==> config.mk <==
export PLATFORM = sky130hd
export DESIGN_NAME = pwr_btn_arbiter
export DESIGN_NICKNAME = d
export VERILOG_FILES = /design/src/rtl/pwr_btn_arbiter.sv
export SDC_FILE = /design/constraint.sdc
export NUM_CORES = 1
export LEC_CHECK = 0
export CAP_MARGIN = 20
export CORE_UTILIZATION = 34
export DETAILED_ROUTE_END_ITERATION = 8
export GPL_TIMING_DRIVEN = 0
export PLACE_DENSITY = 0.62
export SETUP_SLACK_MARGIN = 0.15
export SKIP_LAST_GASP = 1
export SLEW_MARGIN = 25
export SYNTH_ARGS = -nofsm -noshare
export SYNTH_HDL_FRONTEND = slang
export SYNTH_SLANG_ARGS = --single-unit
==> constraint.sdc <==
create_clock -name SysClk -period 4.6 [get_ports SysClk]
set_input_delay 0.92 -clock SysClk [delete_from_list [all_inputs] [get_ports SysClk]]
set_output_delay 0.92 -clock SysClk [all_outputs]
set_load 0.02 [all_outputs]
==> src/rtl/pwr_btn_arbiter.sv <==
// pwr_btn_arbiter: shares the single SIO power-button line between the front
// panel, BMC remote power commands and the power-event logic. One owner at a
// time, press widths timed in 125 ms ticks, enforced release gap after each.
//
// Ports:
//   SysClk              system clock, rising edge
//   InitReset           synchronous active-high reset
//   Strobe125ms         one-cycle tick enable every 125 ms
//   PWR_BTN_IN_N        raw front-panel button, active-low, asynchronous
//   BmcReq / BmcLong    BMC press request (level) and long-press select
//   EvtReq              power-event press request (level, always short)
//   BmcAck / EvtAck     one-cycle grant pulses
//   BmcDone / EvtDone   one-cycle pulses when that owner's press releases
//   FM_SYS_SIO_PWRBTN_N power button to SIO, active-low
//   Busy                arbiter not idle
//   Owner               0 none, 1 front panel, 2 BMC, 3 event
module pwr_btn_arbiter #(
    parameter int unsigned SHORT_TICKS = 4,
    parameter int unsigned LONG_TICKS  = 40,
    parameter int unsigned GAP_TICKS   = 8
) (
    input  logic       SysClk,
    input  logic       InitReset,
    input  logic       Strobe125ms,
    input  logic       PWR_BTN_IN_N,
    input  logic       BmcReq,
    input  logic       BmcLong,
    input  logic       EvtReq,
    output logic       BmcAck,
    output logic       EvtAck,
    output logic       BmcDone,
    output logic       EvtDone,
    output logic       FM_SYS_SIO_PWRBTN_N,
    output logic       Busy,
    output logic [1:0] Owner
);

    localparam int unsigned CNT_W = 8;

    localparam logic [CNT_W-1:0] C_SHORT = CNT_W'(SHORT_TICKS);
    localparam logic [CNT_W-1:0] C_LONG  = CNT_W'(LONG_TICKS);
    localparam logic [CNT_W-1:0] C_GAP   = CNT_W'(GAP_TICKS);

    localparam logic [1:0] S_IDLE    = 2'd0;
    localparam logic [1:0] S_FP_PASS = 2'd1;
    localparam logic [1:0] S_PRESS   = 2'd2;
    localparam logic [1:0] S_GAP     = 2'd3;

    localparam logic [1:0] OWN_NONE = 2'd0;
    localparam logic [1:0] OWN_FP   = 2'd1;
    localparam logic [1:0] OWN_BMC  = 2'd2;
    localparam logic [1:0] OWN_EVT  = 2'd3;

    logic [1:0]       r_sync;
    logic             r_fp_hist;
    logic             r_fp_press;
    logic [1:0]       r_state;
    logic [CNT_W-1:0] r_count;
    logic [1:0]       r_owner;
    logic             r_bmc_ack;
    logic             r_evt_ack;
    logic             r_bmc_done;
    logic             r_evt_done;
    logic             r_pwrbtn_n;
    logic             r_busy;

    logic [1:0]       w_state_nxt;
    logic [CNT_W-1:0] w_count_nxt;
    logic [1:0]       w_owner_nxt;
    logic             w_bmc_ack_nxt;
    logic             w_evt_ack_nxt;
    logic             w_bmc_done_nxt;
    logic             w_evt_done_nxt;
    logic             w_low_nxt;

    // Button synchronizer (every cycle) and tick-sampled debounce.
    // FpPress changes only when two consecutive tick samples agree.
    always_ff @(posedge SysClk) begin
        if (InitReset) begin
            r_sync     <= 2'b11;
            r_fp_hist  <= 1'b1;
            r_fp_press <= 1'b0;
        end else begin
            r_sync <= {r_sync[0], PWR_BTN_IN_N};
            if (Strobe125ms) begin
                r_fp_hist <= r_sync[1];
                if (!r_fp_hist && !r_sync[1]) begin
                    r_fp_press <= 1'b1;
                end else if (r_fp_hist && r_sync[1]) begin
                    r_fp_press <= 1'b0;
                end
            end
        end
    end

    // Next-state, counter, owner and pulse decode; advances only on ticks.
    always_comb begin
        w_state_nxt    = r_state;
        w_count_nxt    = r_count;
        w_owner_nxt    = r_owner;
        w_bmc_ack_nxt  = 1'b0;
        w_evt_ack_nxt  = 1'b0;
        w_bmc_done_nxt = 1'b0;
        w_evt_done_nxt = 1'b0;
        if (Strobe125ms) begin
            case (r_state)
                S_IDLE: begin
                    if (r_fp_press) begin
                        w_state_nxt = S_FP_PASS;
                        w_owner_nxt = OWN_FP;
                    end else if (BmcReq) begin
                        w_state_nxt   = S_PRESS;
                        w_owner_nxt   = OWN_BMC;
                        w_count_nxt   = BmcLong ? C_LONG : C_SHORT;
                        w_bmc_ack_nxt = 1'b1;
                    end else if (EvtReq) begin
                        w_state_nxt   = S_PRESS;
                        w_owner_nxt   = OWN_EVT;
                        w_count_nxt   = C_SHORT;
                        w_evt_ack_nxt = 1'b1;
                    end
                end
                S_FP_PASS: begin
                    if (!r_fp_press) begin
                        w_state_nxt = S_GAP;
                        w_count_nxt = C_GAP;
                    end
                end
                S_PRESS: begin
                    if (r_count == CNT_W'(1)) begin
                        w_state_nxt    = S_GAP;
                        w_count_nxt    = C_GAP;
                        w_bmc_done_nxt = (r_owner == OWN_BMC);
                        w_evt_done_nxt = (r_owner == OWN_EVT);
                    end else begin
                        w_count_nxt = r_count - CNT_W'(1);
                    end
                end
                S_GAP: begin
                    // Counter lands on 0 as the gap ends.
                    w_count_nxt = r_count - CNT_W'(1);
                    if (r_count == CNT_W'(1)) begin
                        w_state_nxt = S_IDLE;
                        w_owner_nxt = OWN_NONE;
                    end
                end
                default: begin
                    w_state_nxt = S_IDLE;
                    w_owner_nxt = OWN_NONE;
                    w_count_nxt = '0;
                end
            endcase
        end
        w_low_nxt = (w_state_nxt == S_FP_PASS) || (w_state_nxt == S_PRESS);
    end

    // State and registered outputs.
    always_ff @(posedge SysClk) begin
        if (InitReset) begin
            r_state    <= S_IDLE;
            r_count    <= '0;
            r_owner    <= OWN_NONE;
            r_bmc_ack  <= 1'b0;
            r_evt_ack  <= 1'b0;
            r_bmc_done <= 1'b0;
            r_evt_done <= 1'b0;
            r_pwrbtn_n <= 1'b1;
            r_busy     <= 1'b0;
        end else begin
            r_state    <= w_state_nxt;
            r_count    <= w_count_nxt;
            r_owner    <= w_owner_nxt;
            r_bmc_ack  <= w_bmc_ack_nxt;
            r_evt_ack  <= w_evt_ack_nxt;
            r_bmc_done <= w_bmc_done_nxt;
            r_evt_done <= w_evt_done_nxt;
            r_pwrbtn_n <= !w_low_nxt;
            r_busy     <= (w_state_nxt != S_IDLE);
        end
    end

    assign BmcAck              = r_bmc_ack;
    assign EvtAck              = r_evt_ack;
    assign BmcDone             = r_bmc_done;
    assign EvtDone             = r_evt_done;
    assign FM_SYS_SIO_PWRBTN_N = r_pwrbtn_n;
    assign Busy                = r_busy;
    assign Owner               = r_owner;

endmodule

Word level (Yosys, flattened, before mapping). Cells that the tools add are included.

Flip-flop bits (word level): 22. Input bits: 7. Output and inout bits: 8. Word-level logic and storage cells: 70.

Reduce and logical (&&, ||, !) cells: 16. Add/sub/neg operators: 1. Multiplexer cells: 24. Bitwise operators: 4. Equal/unequal tests: 13.

Operators by type and width (number): 2-to-1 mux 8 bit (5); case mux 8 bit (4 select lines) (1); 2-to-1 mux 2 bit (11); == test 2 bit (second input constant) (5); == test 8 x 1 -> 1 bit (second input constant) (1); case mux 2 bit (4 select lines) (1); AND reduction 4 bit (2); OR reduction 4 bit (2); subtractor 8 x 1 -> 8 bit (second input constant) (1); 2-to-1 mux 6 bit (1); inequality test 2 bit (second input constant) (3); nonzero test 2 bit (3); OR reduction 5 bit (1); == test 2 x 1 -> 1 bit (second input constant) (2); 2-to-1 mux 1 bit (4); inequality test 4 bit (second input constant) (1); inverter 1 bit (4); case mux 2 bit (2 select lines) (1); logical NOT 1 bit (3); inequality test 3 bit (second input constant) (1); logical AND 1 bit (2); logical NOT 2 bit (1); AND reduction 2 bit (1); logical OR 1 bit (1).

Longest topological paths before layout.
Depth in word-level cells: 8. Gate-level depth with buffers: 8. Depth with buffers taken out: 8.

Worst setup path before layout. Ideal clock, no wire load.

Path kind: input port to flip-flop. Start: in BmcReq. End: reg r_count[1]. Path buffers: 1. Setup time: 0.079 ns. Stages on the path: 5. Arrival: 2.052 ns. Required time: 4.521 ns. Setup slack: 2.468 ns. Path through: or4_4 > and3_4 > buf_6 > a21o_1 > a211oi_2.

Longest elaborated chain between the ends: 3. Elaborated cells on any way between the ends: 5. Those cells by class: eq/ne: 1; mux: 3; reduce/logical: 1.

RTL lines: from (decl) (line 26) `input logic BmcReq,`; 2-to-1 mux 8 bit (line 111) `end else if (BmcReq) begin`; 2-to-1 mux 8 bit (line 108) `if (r_fp_press) begin`; case mux 8 bit (4 select lines) (line 106) `case (r_state)`; to (signal assigned) (line 171) `r_count <= w_count_nxt;`; to (decl) (line 58) `logic [CNT_W-1:0] r_count;`.

Parallel ways exist; a longest one is shown, timed or not. The select of a mux whose other input is x is not followed. A chain may end at the register's enable or synchronous reset.

Worst setup path after layout. Same ends and word-level chain as after synthesis.

==> impl_results.md <==
* Compound-Gate Fraction of Synth Area at 0.213
* Critical path peak fanout at 7
* Leakage at around 0.00053 µW
* Worst setup SP type: primary input
* Critical path type: primary input to flop
* Number of synthesized register bits at 22
* Mux share of post-synthesis cell area at 0
* H-tree Lvls at 1
* Vias at 986
* CP arrival at 2.69 ns
* Placed Cells incl. Taps at around 180
* MaxCap Viol Count at 0
* R2R setup slack at 2.61 ns
* Net switching power at 127 µW
* Syn_area_per_cell at 8.73 µm²
* Worst Hold Class: flop to flop
* Via density per instance at about 5.3
* Initial antenna violation count at 0
* Clk pwr share at 0.326
* Io pins at 15
* Crit share post-route at 0.533
* Async SR Flop Fraction at 0
* Main combinational cell family by area after synthesis: simple AND/OR/NAND/NOR gates
* Ys Warns at 0
* Post-Synth Simple-Gate Area at 0.264
* Share of cells above drive strength 1 at 0.113
* CTS root buf: clkbuf_4
* PwrDens at about 350 nW/µm²
* PostCTS Resize Cnt at 0
* CTS buffer count at 3
* Fin crit period at 2.45 ns
* Chip height at roughly 60 µm
* FF-to-FF End: FM_SYS_SIO_PWRBTN_N$_SDFF_PP1_
* Crit path from: BmcReq
* Largest stage delay on the critical path at approximately 0.54 ns
* CTS sink cnt at 22
* Endpoint class of the critical path: flop
* Req. time, crit path at slightly below 5 ns
* Prevailing post-synth register cell: dfxtp_1
* CP Depth at 6
* Sequential element share of the synthesized area at 0.404
* Adder-cell share of the synthesized area at 0.0459
* Overall Global Routing Usage at 0.141
* FILL cells at 326
* Gpl congestion at approximately 0.86
* Mapped Area at approximately 1100 µm²
* Top delay family on crit path: simple AND/OR/NAND/NOR gates
* DR iter-0 viols at slightly above 40
* Post-synth EDFFs at 0
* Internal at ~330 µW
* Comb pwr share at 0.210
* Die ar. at 3440 µm²
* Dpl hpwl at approximately 1600 µm
* End-of-flow core utilization at 0.435
* Synth top area cells: dfxtp_1 (40%), ha_1 (4.6%), o21ai_0 (4.6%)
* Syn Nets at around 140
* Fmax achieved at 408 MHz
* Reg power frac at 0.464
* Port bufs at 13
* Highest routed layer: met4
* Final Hold Vio Count at 0
* Largest net degree at the start of global routing at 14
* Status: finished clean
* WL met1 at around 1000 µm
* Sw Share at 0.276
* Skew-Pair Late Insertion Delay at ~0.31 ns
* Synthesized instance count at 125
* Worst path cell trace: clkdlybuf4s50_1, or4_4, and3_4, buf_6, a21o_1, a211oi_2
* First-pass GRT wire length at between 3000 and 4000 µm
* Met3 wire length at between 100 and 150 µm
* Die X at between 50 and 60 µm
* Reg2Reg Depth at 6
* Post-synth top area share at 0.404
* Unrepaired setup endpoints after global routing: false
* Drt drc at 0
* Vias in the first global route at 848
* Antenna Cells at 0
* Final setup violation count at 0
* FF-to-FF Start: r_count[0]$_SDFFE_PP0P_
* Max_slew headroom at 0.586
* Setup TNS at 0 ns
* Crit path capture: r_count[1]$_SDFFE_PP0P_
* Slew Viols, Final at 0
* Detailed Route WL at between 2000 and 2500 µm
* Row cnt at 20
* Initial Util at 0.357
* Layout Cells excl Fill at ~190
* CTS tree: yes
* Slowest-stage cell, CP: or4_4
* Post-Route Skew at roughly 0.004 ns
* Post-cts hold buffer count at 0
* Worst-Margin Slew at around 0.6 ns
* Commonest cells post-synth: dfxtp_1 (22), nor2_1 (12), o21ai_0 (10)
* Synth area leader: dfxtp_1
* Nets at roughly 150
* Clock transition at the registers of the reported paths at 0.13 ns
* Met2 wire len at approximately 1000 µm
* Max IR drop VDD at ~0.16 mV
* Area growth syn-to-layout at 21.8%
* Routed Antenna Nets at 0
* CORE AREA at around 3100 µm²
* Max clock buf depth at 2
* Number of library cell types mapped by synthesis at 38
* GRT overflow at 0
* Router iterations before antenna repair at 4
* Post-Synth XOR/XNOR Area at 0.00803
* Count leader, synth: dfxtp_1
* CP Buf/Inv Count at 2
* Wire per inst at about 12 µm
* Hold Slack at ~0.44 ns
* Post-CTS Setup Bufs at 0
[sequential cells by signal, summed over array words and instances (netlist names)]
signal,cells
r_count,8
Owner,2
r_state,2
r_sync,2
BmcAck,1
BmcDone,1
Busy,1
EvtAck,1
EvtDone,1
FM_SYS_SIO_PWRBTN_N,1
r_fp_hist,1
r_fp_press,1
[routing by layer]
metal	vias to the layer above	track usage
met5	-	0
met2	29	0.240
met1	470	0.181
li1	483	-
met3	4	0.0220
met4	0	0.0510
[power by group through the flow]
stage	registers, µW	logic (µW)	clock network, µW
after floorplan	221	63.1	0
after global placement	217	94.8	0
after detailed placement	218	95.2	0
after CTS	214	95.9	153
after global routing	216	108	160
final	214	96.9	150
[cell families (layout without fill, tap and decap cells)]
group           after synthesis  in the layout
simple gates                 50             50
compound gates               34             34
flops                        22             22
buf+inv                      14             31
fa+ha+maj                     4              4
xor+xnor                      1              1
[worst min path at each step]
stage          slack [ns]            startpoint  depth (start not counted)                   end
2_1_floorplan        0.39  r_sync[0]$_SDFF_PP1_                          1  r_sync[1]$_SDFF_PP1_
3_3_place_gp         0.40  r_sync[0]$_SDFF_PP1_                          1  r_sync[1]$_SDFF_PP1_
3_5_place_dp         0.40  r_sync[0]$_SDFF_PP1_                          1  r_sync[1]$_SDFF_PP1_
4_1_cts              0.44  r_sync[0]$_SDFF_PP1_                          1  r_sync[1]$_SDFF_PP1_
5_1_grt              0.45  r_sync[0]$_SDFF_PP1_                          1  r_sync[1]$_SDFF_PP1_
6_report             0.44  r_sync[0]$_SDFF_PP1_                          1  r_sync[1]$_SDFF_PP1_
[stage by stage]
| stage | power [µW] | cell area [µm²] | worst slack (ns) |
|---|---|---|---|
| global placement | 312 | 1280 | 1.82 |
| floorplan | 284 | 1090 | 2.47 |
| global route | 484 | 1330 | 2.12 |
| CTS | 462 | 1330 | 2.15 |
| detailed placement | 313 | 1280 | 1.83 |
| finish | 461 | 1330 | 2.15 |
[layout by cell type, fill, tap and decap left out, types with 3 or more instances in the layout]
master	count
a21o_1	3
a21oi_1	7
clkbuf_4	3
clkdlybuf4s50_1	13
dfxtp_1	22
ha_1	4
inv_1	9
nand2_1	6
nand2b_1	3
nor2_1	12
nor3_1	7
o21ai_0	10
o31ai_1	4
or2_2	3
or4_1	3
[area by class of cell]
class	count	area, µm²	area share
clock buffers	3	22.5	0.0169
multi-input cells	89	579	0.436
clock inverters	1	30.0	0.0226
inverters	9	33.8	0.0254
repair buffers	13	130	0.0979
well taps	44	55.1	0.0414
flip-flops and latches	22	440	0.331
plain buffers	5	37.5	0.0282
(Power assumes the default switching activity.)
